[src/rtl/raycast_pkg.sv]
// Shared types and widths for the raycaster back end: column widths,
// FSM state enums and a saturating-increment helper.
package raycast_pkg;

  localparam int SCREEN_WIDTH = 320;
  localparam int X_W          = 9;
  localparam int Z_W          = 16;
  localparam int STAT_W       = 24;

  typedef enum logic [1:0] {
    C_IDLE,
    C_START,
    C_WAIT,
    C_XFER
  } cast_state_t;

  typedef enum logic [2:0] {
    S_IDLE,
    S_CULL_START,
    S_CULL_WAIT,
    S_DRAW_START,
    S_DRAW_WAIT
  } spr_state_t;

  function automatic logic [STAT_W-1:0] sat_inc(input logic [STAT_W-1:0] v);
    return (&v) ? v : v + STAT_W'(1);
  endfunction

endpackage

[src/rtl/column_sched_stats.sv]
// Per-frame saturating cycle counters for column_scheduler; only
// instantiated when COLUMN_SCHED_STATS_EN is defined.
module column_sched_stats
  import raycast_pkg::*;
(
  input  logic              clk,
  input  logic              rst,
  input  logic              clear,
  input  logic              busy,
  input  logic              stall,
  output logic [STAT_W-1:0] frame_cycles,
  output logic [STAT_W-1:0] stall_cycles
);

  always_ff @(posedge clk) begin
    if (rst) begin
      frame_cycles <= '0;
      stall_cycles <= '0;
    end else if (clear) begin
      // The accepting cycle is already a busy cycle, so the count restarts at 1.
      frame_cycles <= STAT_W'(1);
      stall_cycles <= '0;
    end else begin
      if (busy)  frame_cycles <= sat_inc(frame_cycles);
      if (stall) stall_cycles <= sat_inc(stall_cycles);
    end
  end

endmodule

[src/rtl/column_scheduler.sv]
// Per-frame column sequencer: wall cast of column x+1 overlaps cull/draw of x.
// Optional statistics counters are enabled by defining COLUMN_SCHED_STATS_EN.
module column_scheduler
  import raycast_pkg::*;
#(
  parameter int WIDTH = SCREEN_WIDTH
) (
  input  logic           clk,
  input  logic           rst,
  input  logic           frame_start,
  output logic           frame_done,
  output logic           busy,
  output logic           wall_start,
  output logic [X_W-1:0] cast_x,
  input  logic           wall_done,
  input  logic [Z_W-1:0] wall_z,
  output logic           cull_start,
  output logic [X_W-1:0] cull_x,
  output logic [Z_W-1:0] cull_wall_z,
  input  logic           cull_done,
  output logic           draw_start,
  output logic [X_W-1:0] draw_x,
  input  logic           draw_done
`ifdef COLUMN_SCHED_STATS_EN
  ,
  output logic [23:0]    frame_cycles,
  output logic [23:0]    stall_cycles
`endif
);

  localparam logic [X_W-1:0] LAST_X = X_W'(WIDTH - 1);

  cast_state_t    cast_q, cast_d;
  spr_state_t     spr_q, spr_d;
  logic           busy_q;
  logic           last_q;
  logic [Z_W-1:0] hold_z;

  logic accept;
  logic xfer_pulse;
  logic cast_last;

  assign accept     = frame_start && !busy_q;
  assign xfer_pulse = (cast_q == C_XFER) && (spr_q == S_IDLE);
  assign cast_last  = (cast_x == LAST_X);
  assign busy       = busy_q || frame_start;
  assign draw_x     = cull_x;

  // NOTE: every output of a combinational block gets a default before the
  // case statement; otherwise an unassigned path infers a latch.
  always_comb begin
    cast_d     = cast_q;
    wall_start = 1'b0;
    case (cast_q)
      C_IDLE:  if (accept) cast_d = C_START;
      C_START: begin
        wall_start = 1'b1;
        cast_d     = C_WAIT;
      end
      C_WAIT:  if (wall_done) cast_d = C_XFER;
      C_XFER:  if (xfer_pulse) cast_d = cast_last ? C_IDLE : C_START;
      default: cast_d = C_IDLE;
    endcase
  end

  // Only one column lives in the sprite path, which protects the culler's cache.
  always_comb begin
    spr_d      = spr_q;
    cull_start = 1'b0;
    draw_start = 1'b0;
    frame_done = 1'b0;
    case (spr_q)
      S_IDLE:       if (xfer_pulse) spr_d = S_CULL_START;
      S_CULL_START: begin
        cull_start = 1'b1;
        spr_d      = S_CULL_WAIT;
      end
      S_CULL_WAIT:  if (cull_done) spr_d = S_DRAW_START;
      S_DRAW_START: begin
        draw_start = 1'b1;
        spr_d      = S_DRAW_WAIT;
      end
      S_DRAW_WAIT:  if (draw_done) begin
        spr_d      = S_IDLE;
        frame_done = last_q;
      end
      default:      spr_d = S_IDLE;
    endcase
  end

  // NOTE: sequential state uses non-blocking assignments so every register
  // samples the pre-edge values regardless of statement order.
  always_ff @(posedge clk) begin
    // NOTE: all state here is plain flops (no memories), so everything is
    // cleared by the synchronous reset.
    if (rst) begin
      cast_q      <= C_IDLE;
      spr_q       <= S_IDLE;
      busy_q      <= 1'b0;
      last_q      <= 1'b0;
      cast_x      <= '0;
      hold_z      <= '0;
      cull_x      <= '0;
      cull_wall_z <= '0;
    end else begin
      cast_q <= cast_d;
      spr_q  <= spr_d;

      if (accept)          busy_q <= 1'b1;
      else if (frame_done) busy_q <= 1'b0;

      if (accept)                       cast_x <= '0;
      else if (xfer_pulse && !cast_last) cast_x <= cast_x + X_W'(1);

      if (cast_q == C_WAIT && wall_done) hold_z <= wall_z;

      if (xfer_pulse) begin
        cull_x      <= cast_x;
        cull_wall_z <= hold_z;
        last_q      <= cast_last;
      end
    end
  end

`ifdef COLUMN_SCHED_STATS_EN
  logic stall;
  assign stall = (cast_q == C_XFER) && (spr_q != S_IDLE);

  column_sched_stats u_stats (
    .clk          (clk),
    .rst          (rst),
    .clear        (accept),
    .busy         (busy_q),
    .stall        (stall),
    .frame_cycles (frame_cycles),
    .stall_cycles (stall_cycles)
  );
`endif

endmodule

[config.mk]
export PLATFORM = sky130hd
export DESIGN_NAME = column_scheduler
export DESIGN_NICKNAME = d
export VERILOG_FILES = /design/src/rtl/raycast_pkg.sv /design/src/rtl/column_sched_stats.sv /design/src/rtl/column_scheduler.sv
export SDC_FILE = /design/constraint.sdc
export NUM_CORES = 1
export LEC_CHECK = 0
export BUFFER_PORTS_ARGS = -buffer_cell sky130_fd_sc_hd__buf_2
export CAP_MARGIN = 0
export CORE_ASPECT_RATIO = 0.6
export CORE_MARGIN = 8
export CORE_UTILIZATION = 35
export CTS_CLUSTER_DIAMETER = 100
export DETAILED_ROUTE_END_ITERATION = 10
export GPL_ROUTABILITY_DRIVEN = 0
export PLACE_DENSITY = 0.66
export SLEW_MARGIN = 10
export SYNTH_ARGS = -nofsm -noshare
export SYNTH_HDL_FRONTEND = slang
export SYNTH_SLANG_ARGS = --single-unit
[constraint.sdc]
create_clock -name clk -period 2 [get_ports clk]
set_input_delay 0.1 -clock clk [delete_from_list [all_inputs] [get_ports clk]]
set_output_delay 0.1 -clock clk [all_outputs]
set_load 0.02 [all_outputs]
After elaboration in Yosys (flattened, before gate mapping)
Cells that the tools add are included.
{"block": "totals", "ff_bits": 57, "elab_cells": 52, "input_bits": 22, "output_inout_bits": 48}
{"block": "op_classes", "eq_ne": 14, "n_reduce_logical": 13, "n_mux": 16, "n_addsub": 1}
{"cell": "$pmux W3 S5", "count": 1}
{"cell": "$ne A2 B2 Y1 const B", "count": 6}
{"cell": "$add A9 B1 Y9 const B", "count": 1}
{"cell": "$eq A9 B9 Y1 const B", "count": 1}
{"cell": "$mux W3", "count": 3}
{"cell": "$mux W1", "count": 8}
{"cell": "$pmux W2 S4", "count": 1}
{"cell": "$eq A3 B2 Y1 const B", "count": 2}
{"cell": "$mux W2", "count": 3}
{"cell": "$reduce_and A3 Y1", "count": 2}
{"cell": "$eq A2 B2 Y1 const B", "count": 2}
{"cell": "$logic_and A1 B1 Y1", "count": 4}
{"cell": "$eq A3 B1 Y1 const B", "count": 1}
{"cell": "$eq A3 B3 Y1 const B", "count": 1}
{"cell": "$logic_not A3 Y1", "count": 1}
{"cell": "$eq A2 B1 Y1 const B", "count": 1}
{"cell": "$logic_not A1 Y1", "count": 2}
{"cell": "$logic_not A2 Y1", "count": 1}
{"cell": "$reduce_bool A2 Y1", "count": 1}
{"cell": "$reduce_or A2 Y1", "count": 1}
{"cell": "$logic_or A1 B1 Y1", "count": 1}

Logic depth before layout (Yosys ltp)
Gate-level depths: netlist of the first run.
{"block": "depth", "depth_word": 4, "ltp_mapped": 7, "ltp_nobuf": 5}

Worst setup path after synthesis of the first run
OpenSTA, ideal clock, no wires.
{"block": "synth_timing", "path_type": "reg-to-reg", "from": "register cast_q[1]", "to": "register cast_x[4]", "t_required_ps": 1930, "period_less_slack_ps": 1779, "n_path_buf": 1, "setup_ps": 70, "stages_incl_launch_ff": 7, "path_slack_ps": 221, "t_arrival_ps": 1709, "path_cell_list": "dfxtp_1 -> ha_1 -> nor4b_4 -> o21ai_2 -> buf_2 -> or3_1 -> a21oi_1"}
{"block": "synth_between", "elab_chain_cells": 3}
{"item": "start, declared", "line": "column_scheduler.sv:33", "source": "cast_state_t cast_q, cast_d;"}
{"item": "start signal, assigned", "line": "column_scheduler.sv:106", "source": "cast_q <= cast_d;"}
{"item": "$eq A2 B2 Y1", "line": "column_scheduler.sv:44", "source": "assign xfer_pulse = (cast_q == C_XFER) && (spr_q == S_IDLE);"}
{"item": "$logic_and A1 B1 Y1", "line": "column_scheduler.sv:44"}
{"item": "$logic_and A1 B1 Y1", "line": "column_scheduler.sv:113", "source": "else if (xfer_pulse && !cast_last) cast_x <= cast_x + X_W'(1);"}
{"item": "end signal, assigned", "line": "column_scheduler.sv:113"}
{"item": "end, declared", "line": "column_scheduler.sv:14", "source": "output logic [X_W-1:0] cast_x,"}
Every way passes these cells.
A chain may end at the register's enable or synchronous reset.

Final worst setup path of the first run
{"block": "layout_timing", "from": "register cast_q[1]", "to": "register cast_x[2]"}
Same word-level chain as after synthesis.

==> results of run 1 <==
kinds of logic after synthesis:
logic type / count (synthesis)
XOR/XNOR: 3
flip-flops: 57
AND/OR/NAND/NOR: 125
AO/OA/AOI/OAI: 59
adder cells (fa/ha/maj): 6
multiplexers: 3
buffers and inverters: 34
per-stage QoR:
step           cell area (um^2)  cells
6_report                   2970    446
5_1_grt                    2970    446
4_1_cts                    2970    446
3_5_place_dp               2670    419
3_3_place_gp               2670    419
2_1_floorplan              2330    287
registers in the layout (all words and copies together) (netlist names):
name         cells
cast_x           9
hold_z          16
busy_q           1
spr_q            3
cull_x           9
last_q           1
cast_q           2
cull_wall_z     16
where the power goes:
group,internal (mW),switching [mW]
sequential,1.20,0.0606
combinational,0.172,0.293
clock,0.572,0.481
routing by layer:
layer	vias up	global-route usage [%]	share of wire, %
li1	1078	-	-
met1	947	16.4	49
met2	63	18.1	41
met3	5	6.94	9.5
met4	0	3.67	0.45
met5	-	0	0
layout by cell type (no fill, tap or decap), drive strengths merged, types with 3 or more instances in the layout:
cell	synthesis	final
nor3	3	3
mux2i	3	3
a21oi	47	47
clkinv	0	3
dlygate4sd3	0	11
nor2	9	9
nand3	5	5
dfxtp	57	57
ha	6	6
o21ai	8	8
clkinvlp	0	3
buf	16	72
nand2	85	85
inv	7	7
or3	6	6
clkbuf	11	9
cell type report:
type | instances | share of cell area (%)
inverters | 7 | 0.884
clock buffers | 9 | 4.17
clock inverters | 7 | 2.40
flip-flops and latches | 57 | 38.4
multi-input cells | 196 | 34.4
well taps | 87 | 3.66
repair buffers | 83 | 16.1
synthesized netlist by cell type (2+ instances only):
cell / number / area (um^2)
or2_2: 2 / 12.5
nor2_1: 9 / 33.8
a21oi_1: 47 / 235
nor3_1: 3 / 15.0
nand2b_1: 2 / 12.5
xnor2_1: 2 / 17.5
buf_2: 4 / 20.0
nand3_1: 5 / 25.0
a211oi_1: 2 / 15.0
mux2i_1: 3 / 30.0
or3_1: 6 / 37.5
inv_1: 7 / 26.3
buf_1: 2 / 7.51
ha_1: 6 / 75.1
dfxtp_1: 57 / 1140
o21ai_0: 7 / 35.0
nand2_1: 85 / 319
clkbuf_1: 11 / 41.3
buf_4: 10 / 75.1
critical path, stage by stage, from the launching register on:
cell     delay [ps]
dfxtp_1         390
ha_1            250
nor4b_4         340
o21ai_2         230
or4_1           510
nand2_1          70
what timing repair did:
| item | 4_1_cts | 5_1_grt |
|---|---|---|
| hold endpoints to repair | 11 | 0 |
| setup buffers | 0 | 0 |
| hold buffers | 11 | 0 |
worst paths after layout:
check                                from                           end  cells after the start
setup / recovery   cast_q[1]$_SDFFE_PP0P_        cast_x[2]$_SDFFE_PP0P_                      5
hold / removal                  wall_z[2]        hold_z[2]$_SDFFE_PP0P_                      3
setup reg to reg   cast_q[1]$_SDFFE_PP0P_        cast_x[2]$_SDFFE_PP0P_                      5
hold reg to reg   hold_z[15]$_SDFFE_PP0P_  cull_wall_z[15]$_SDFFE_PP0P_                      2
==> reports/metrics.yaml, run 1 <==
status: "finished, final reports clean"
row_count: 23
muxShareOfSynthArea_pct: 1.29
mappedNetlistArea_mm2: 0.00233
dp_hpwl_mm: 4.05
route.detailed.wl_per_inst_um: 13.4
finalNetCount: 382
drv_cap: 0
synth-edff-count: 0
wl_mm: 5.96
startpoint_type: "flop"
antenna_found_initial: 0
yosys.area_share.simple_pct: 24.9
arrival_ps: 2120
ys_async_sr_fraction_pct: 0
synth_compound_area_share_pct: 13.3
criticalPathCategory: "flop to flop"
drtIter0Drc: 149
yosys_register_bits: 57
synth_adder_area_share_pct: 3.22
ys_seq_area_share_pct: 48.9
tns_ps: 0
hold_ws_ps: 19.1
path_max_fanout: 12
slew_viol_final: 0
grt_max_degree: 50
dp_slack_ps: 175
synth_xor_area_share_pct: 1.13
cts_root_buf: "clkbuf_8"
ios: 70
period_needed_ps: 1850
die_height_um: 79.3
clockBufferDepth: 2
vias: 2093
postSynthCellCount: 287
ys.flop_type: "dfxtp_1"
cp.required_ps: 2270
final_util_pct: 45.3
dr.pass1.iters: 5
max_freq_mhz: 540
rsz0062_at_grt: "false"
ys_warn_count: 0
clk_pin_slew_worst_paths_ps: 70
postRouteAntennaNets: 0
drive_gt1_share_pct: 25.9
start_util_pct: 35.6
post_drt_via_cell_ratio: 4.69
io_buffers: 69
syn_nets: 315
grt_pass1_vias: 2005
die_area_mm2: 0.00963
syn_avg_cell_area_um2: 8.13
cts_tree: "built"
drc: 0
regArea_mm2: 0.00114
clock_latency_ps: 330
grt_util_all_layers_pct: 12.8
clock_sinks: 57
cts_resized: 0
grt_pass1_wl_mm: 9.89
antenna_cells: 0
cts-buffers-inserted: 9
leakagePower_nw: 1.22
ir_worst_vdd_mv: 0.411
period_share_pct: 92.5
cp-end-kind: "flop"
multi_input_area_mm2: 0.00102
grt_overflow: 0
htreeDepth: 3
fillers: 673
hp-class: "input port to flop"
worst_pin_slew_ps: 638
synth_top_family_by_area: "simple AND/OR/NAND/NOR gates"
total_power_mw: 2.78
slew_headroom_pct: 57.5
core_area_mm2: 0.00656
synth.distinct_cells: 36
skew_ps: 3.65
r2r_slack_ps: 150
die_w_um: 121
power_density_mw_per_mm2: 936
syn_to_final_growth_pct: 27.3
fin_ws_ps: 149
setup_viol_count_final: 0
hold_viol: 0
Power figures use the tool's default switching activity.
==> inputs of run 2 (changes only) <==
- SETUP_SLACK_MARGIN: unset -> 0.3
==> reports/metrics.yaml, run 2 (synthesis results as in run 1) <==
period_share_pct: 81.1  # -11 points
cts-buffers-inserted: 9  # unchanged
hold_path_depth: 3  # unchanged
core_area_mm2: 0.00656  # unchanged
critPathMaxStageDelay_ps: 490  # -20 ps
r2r_start: "cast_q[1]$_SDFFE_PP0P_"
arrival_ps: 1830  # -290 ps
leakagePower_nw: 1.27  # +3.5%
criticalPathCategory: "flop to flop"
dp_hpwl_mm: 4.15  # +2.5%
rsz0062_at_grt: "true"
finalNetCount: 383  # +0.26%
ios: 70  # unchanged
grt_util_met3_pct: 6.09  # -0.85 points
fillers: 680  # +1.0%
grt_max_degree: 50  # unchanged
slew_headroom_pct: 61.9  # +4.4 points
clk_pin_slew_worst_paths_ps: 60  # about the same
startpoint_type: "flop"
holdCritStartpoint: "wall_z[0]"
r2r_slack_ps: 380  # +230 ps
slew_viol_final: 0  # unchanged
row_count: 23  # unchanged
syn_to_final_growth_pct: 29.5
reg2reg_to: "cast_x[7]$_SDFFE_PP0P_"
final_common_cell: "nand2_1"
drv_cap: 0  # unchanged
worst_pin_slew_ps: 570  # -67.3 ps
period_needed_ps: 1620  # -228 ps
gr-usage-met1_pct: 15.5  # -0.85 points
cp-end-kind: "flop"
cp-endpoint: "cast_x[7]$_SDFFE_PP0P_"
grt_pass1_wl_mm: 9.72  # -1.7%
die_w_um: 121  # unchanged
vias: 2084  # -0.43%
drtIter0Drc: 89  # -40%
ir_worst_vdd_mv: 0.420  # +2.2%
cts_tree: "built"
postRouteAntennaNets: 0  # unchanged
grt_util_all_layers_pct: 12.6  # -0.23 points
startpoint: "cast_q[1]$_SDFFE_PP0P_"
clock_latency_ps: 320  # about the same
cts_root_buf: "clkbuf_8"
die_area_mm2: 0.00963  # unchanged
clock_sinks: 57  # unchanged
wl_mm: 6.00  # +0.67%
power_density_mw_per_mm2: 948  # +1.3%
htreeDepth: 3  # unchanged
die_height_um: 79.3  # unchanged
largestRegisters: "cull_wall_z x16, hold_z x16"
critPathSlowestCell: "or4b_4"
io_buffers: 69  # unchanged
status: "finished, final reports clean"
total_power_mw: 2.87  # +3.0%
tns_ps: 0  # unchanged
route.detailed.wl_per_inst_um: 13.5  # +0.67%
grt_pass1_vias: 1944  # -3.0%
clockBufferDepth: 2  # unchanged
drive_gt1_share_pct: 29.8  # +3.9 points
met2_usage_pct: 18.9  # +0.76 points
start_util_pct: 35.6  # unchanged
dr.pass1.iters: 4  # -1
grt_overflow: 0  # unchanged
hold_viol: 0  # unchanged
path_cells: "ha_4 -> or4b_4 -> nor4_4 -> xnor2_1 -> nor2_1"
final_cell_mix: "85 x nand2_1, 69 x buf_2, 50 x dfxtp_1"
antenna_cells: 0  # unchanged
hp-class: "input port to flop"
max_freq_mhz: 616  # +14%
skew_ps: 5.97  # +2.32 ps
drc: 0  # unchanged
antenna_found_initial: 0  # unchanged
post_drt_via_cell_ratio: 4.67  # -0.43%
setup_viol_count_final: 0  # unchanged
ff2ff_path_depth: 5  # unchanged
cp.required_ps: 2200  # -70 ps
path_max_fanout: 5  # -7
gr-max-usage-layer: "met2"
-- run 2: changes by cell type in the layout (fill, tap and decap cells not counted), moves of 2 or more --
cell	before	now
buf_4	3	7
dfxtp_1	57	50
clkbuf_8	9	11
dfxtp_2	0	5
dlygate4sd3_1	11	7
dfxtp_4	0	2
clkinvlp_4	3	0
ha_1	6	4
-- run 2: routing by layer --
| layer | vias to the layer above | share of wire, % |
|---|---|---|
| li1 | 1081 | - |
| met1 | 947 | 47 |
| met2 | 52 | 44 |
| met3 | 4 | 8.8 |
| met4 | 0 | 0.52 |
| met5 | - | 0 |
-- run 2: through the flow --
step	utilization, %	hold WS, ps	std cells	area [um^2]	worst slack, ps
6_report	46.1	19.5	446	3020	377
5_1_grt	46.1	0.419	446	3020	296
3_3_place_gp	41.0	342	420	2690	310
2_1_floorplan	-	236	287	2360	315
3_5_place_dp	41.0	348	420	2690	223
4_1_cts	45.6	0.506	445	2990	314
-- run 2: how the worst min path moves through the flow --
stage	end	slack (ps)
2_1_floorplan	hold_z[0]$_SDFFE_PP0P_	240
3_5_place_dp	hold_z[6]$_SDFFE_PP0P_	350
3_3_place_gp	hold_z[7]$_SDFFE_PP0P_	340
6_report	hold_z[0]$_SDFFE_PP0P_	20
4_1_cts	hold_z[0]$_SDFFE_PP0P_	0.5
5_1_grt	hold_z[9]$_SDFFE_PP0P_	0.4
-- run 2: report_power, final --
part | switching [mW] | leakage (nW) | internal, mW
registers | 0.0709 | 0.464 | 1.22
logic | 0.304 | 0.702 | 0.211
clock network | 0.429 | 0.102 | 0.632
total | 0.804 | 1.27 | 2.06
-- run 2: layout make-up --
cell class / instances / area, um^2 / share of cell area, %
clock buffer: 12 / 155 / 5.13
clock inverter: 3 / 40.0 / 1.32
inverter: 7 / 26.3 / 0.869
sequential: 57 / 1150 / 38.2
timing repair buffer: 84 / 479 / 15.8
tap: 87 / 109 / 3.60
multi-input combinational: 196 / 1060 / 35.0
-- run 2: repair_timing --
action	in CTS	in global routing
endpoints found under the hold margin	7	0
buffers inserted	3	1
pin swaps	2	5
endpoints found under the setup margin	6	18
hold buffers	7	0
resized for setup	2	11
-- run 2: critical path, delay by kind of cell, from the launching register on --
| family | cells | cell delay [ps] |
|---|---|---|
| flops | 1 | 380 |
| simple gates | 3 | 830 |
| fa+ha+maj | 1 | 150 |
| xor+xnor | 1 | 140 |
==> inputs of run 3 (changes only) <==
- PLACE_DENSITY: 0.66 -> 0.68
- clock period: 2 -> 1.4 ns (I/O delays scaled with it)
==> reports/metrics.yaml, run 3 (synthesis results as in run 1) <==
status: "finished with violations"
violations: "negative setup slack"
crit_buf_inv: 1  # +1
cp-endpoint: "cast_x[7]$_SDFFE_PP0P_"
rsz0062_at_grt: "true"
post_drt_via_cell_ratio: 4.65  # -0.50%
leakagePower_nw: 1.63  # +29%
io_buffers: 69  # unchanged
clk_pin_slew_worst_paths_ps: 70  # about the same
hold_viol: 0  # unchanged
critPathSlowestCell: "or4b_4"
reg2reg_to: "cast_x[7]$_SDFFE_PP0P_"
worst_pin_slew_ps: 394  # -176 ps
final_cell_mix: "62 x buf_2, 60 x nand2_1, 47 x dfxtp_1"
grt_pass1_wl_mm: 10.7  # +10%
core_area_mm2: 0.00656  # unchanged
drtIter0Drc: 56  # -37%
clock_sinks: 57  # unchanged
wl_mm: 7.21  # +20%
die_height_um: 79.3  # unchanged
slew_viol_final: 0  # unchanged
ir_worst_vdd_mv: 0.660  # +57%
regArea_mm2: 0.00117  # +0.98%
final_common_cell: "buf_2"
largestRegisters: "cull_wall_z x16, hold_z x16"
ios: 70  # unchanged
path_cells: "buf_4 -> or4b_4 -> nor4_4 -> xnor2_1 -> nor2_1"
hold_ws_ps: 68.4  # +49.0 ps
setup_viol_count_final: 38  # +38
skew_ps: 5.23  # -0.740 ps
hp-class: "input port to flop"
clockBufferDepth: 2  # unchanged
grt_pass1_vias: 2219  # +14%
antenna_found_initial: 0  # unchanged
route.detailed.wl_per_inst_um: 14.4  # +7.3%
critPathMaxStageDelay_ps: 610  # +120 ps
dr.pass1.iters: 4  # unchanged
slew_headroom_pct: 73.4  # +11 points
cts-buffers-inserted: 9  # unchanged
die_w_um: 121  # unchanged
path_max_fanout: 6  # +1
cp-end-kind: "flop"
fillers: 586  # -14%
period_share_pct: 114  # +32 points
power_density_mw_per_mm2: 1210  # +28%
max_freq_mhz: 629  # +2.0%
die_area_mm2: 0.00963  # unchanged
start_util_pct: 35.6  # unchanged
syn_to_final_growth_pct: 70.7
startpoint_type: "flop"
postRouteAntennaNets: 0  # unchanged
r2r_slack_ps: -190  # -570 ps
dp_hpwl_mm: 4.56  # +9.7%
criticalPathCategory: "flop to flop"
grt_max_degree: 29  # -42%
clock_latency_ps: 330  # about the same
final_util_pct: 60.7  # +15 points
grt_overflow: 0  # unchanged
antenna_cells: 0  # unchanged
drc: 0  # unchanged
cp_num_cells: 5  # unchanged
cts_tree: "built"
multi_input_area_mm2: 0.00141  # +33%
fin_ws_ps: -190  # -568 ps
htreeDepth: 3  # unchanged
arrival_ps: 1820  # about the same
cp.required_ps: 1630  # -570 ps
path_delay_family: "simple AND/OR/NAND/NOR gates"
vias: 2320  # +11%
startpoint: "spr_q[2]$_SDFFE_PP0P_"
ff2ff_path_depth: 5  # unchanged
r2r_start: "spr_q[2]$_SDFFE_PP0P_"
finalNetCount: 435  # +14%
grt_util_all_layers_pct: 13.9  # +1.3 points
period_needed_ps: 1590  # -32.3 ps
drive_gt1_share_pct: 52.2  # +22 points
drv_cap: 0  # unchanged
row_count: 23  # unchanged
cts_root_buf: "clkbuf_8"
==> run 3: cell types whose count changed in the layout (fill, tap and decap cells not counted), sizes merged <==
cell,before,now
clkbuf,12,13
clkinvlp,0,1
dlygate4sd3,7,16
buf,77,117
and2,1,2
clkinv,2,3
==> run 3: metal layers <==
| layer | share of wire (%) | track usage (%) | vias up |
|---|---|---|---|
| met5 | 0 | 0 | - |
| li1 | - | - | 1190 |
| met2 | 45 | 21.0 | 63 |
| met4 | 0.67 | 4.65 | 0 |
| met1 | 48 | 18.0 | 1062 |
| met3 | 6.5 | 5.17 | 5 |
==> run 3: timing repair <==
action	CTS	global route
resized for setup	45	92
endpoints found under the setup margin	59	64
hold buffers	16	0
setup buffers	5	8
gates cloned	2	2
pin swaps	8	31
hold endpoints to repair	16	0
==> run 3: stage by stage <==
stage                     instance area, um^2  instances  worst slack, ps  setup TNS (ps)  total power, mW
after floorplan                          2420        287             -214           -3010             2.40
after global routing                     3990        499             -253           -6240             5.06
after global placement                   2940        450             -179           -6160             2.67
after detailed placement                 2940        450             -253           -7060             2.70
after CTS                                3530        489             -144           -2880             4.55
final                                    3990        499             -190           -4780             4.83
==> run 3: worst min-delay path by stage <==
stage,depth (start not counted),end,start,slack (ps)
final,3,busy_q$_SDFFE_PP0P_,frame_start,70
after floorplan,2,hold_z[0]$_SDFFE_PP0P_,wall_z[0],210
after global placement,3,hold_z[11]$_SDFFE_PP0P_,wall_z[11],310
after detailed placement,3,hold_z[12]$_SDFFE_PP0P_,wall_z[12],320
after global routing,3,busy_q$_SDFFE_PP0P_,frame_start,80
after CTS,3,busy_q$_SDFFE_PP0P_,frame_start,60
==> run 3: final cells by class <==
cell class	instances	share of cell area [%]
clock buffer	11	3.83
clock inverter	5	1.32
inverter	7	0.722
multi-input combinational	197	35.4
sequential	57	29.3
tap	87	2.73
timing repair buffer	135	26.8
==> run 3: power breakdown <==
part / internal, mW / switching, mW / leakage (nW) / total, mW
Combinational: 0.719 / 0.700 / 1.06 / 1.42
Clock: 0.921 / 0.661 / 0.104 / 1.58
Sequential: 1.74 / 0.0870 / 0.466 / 1.83
==> run 3: tightest hold or removal path, delay by kind of cell <==
kind	cells	cell delay (ps)
AOI/OAI and AO/OA	1	60
buffers and inverters	1	110
and+or+nand+nor	1	110
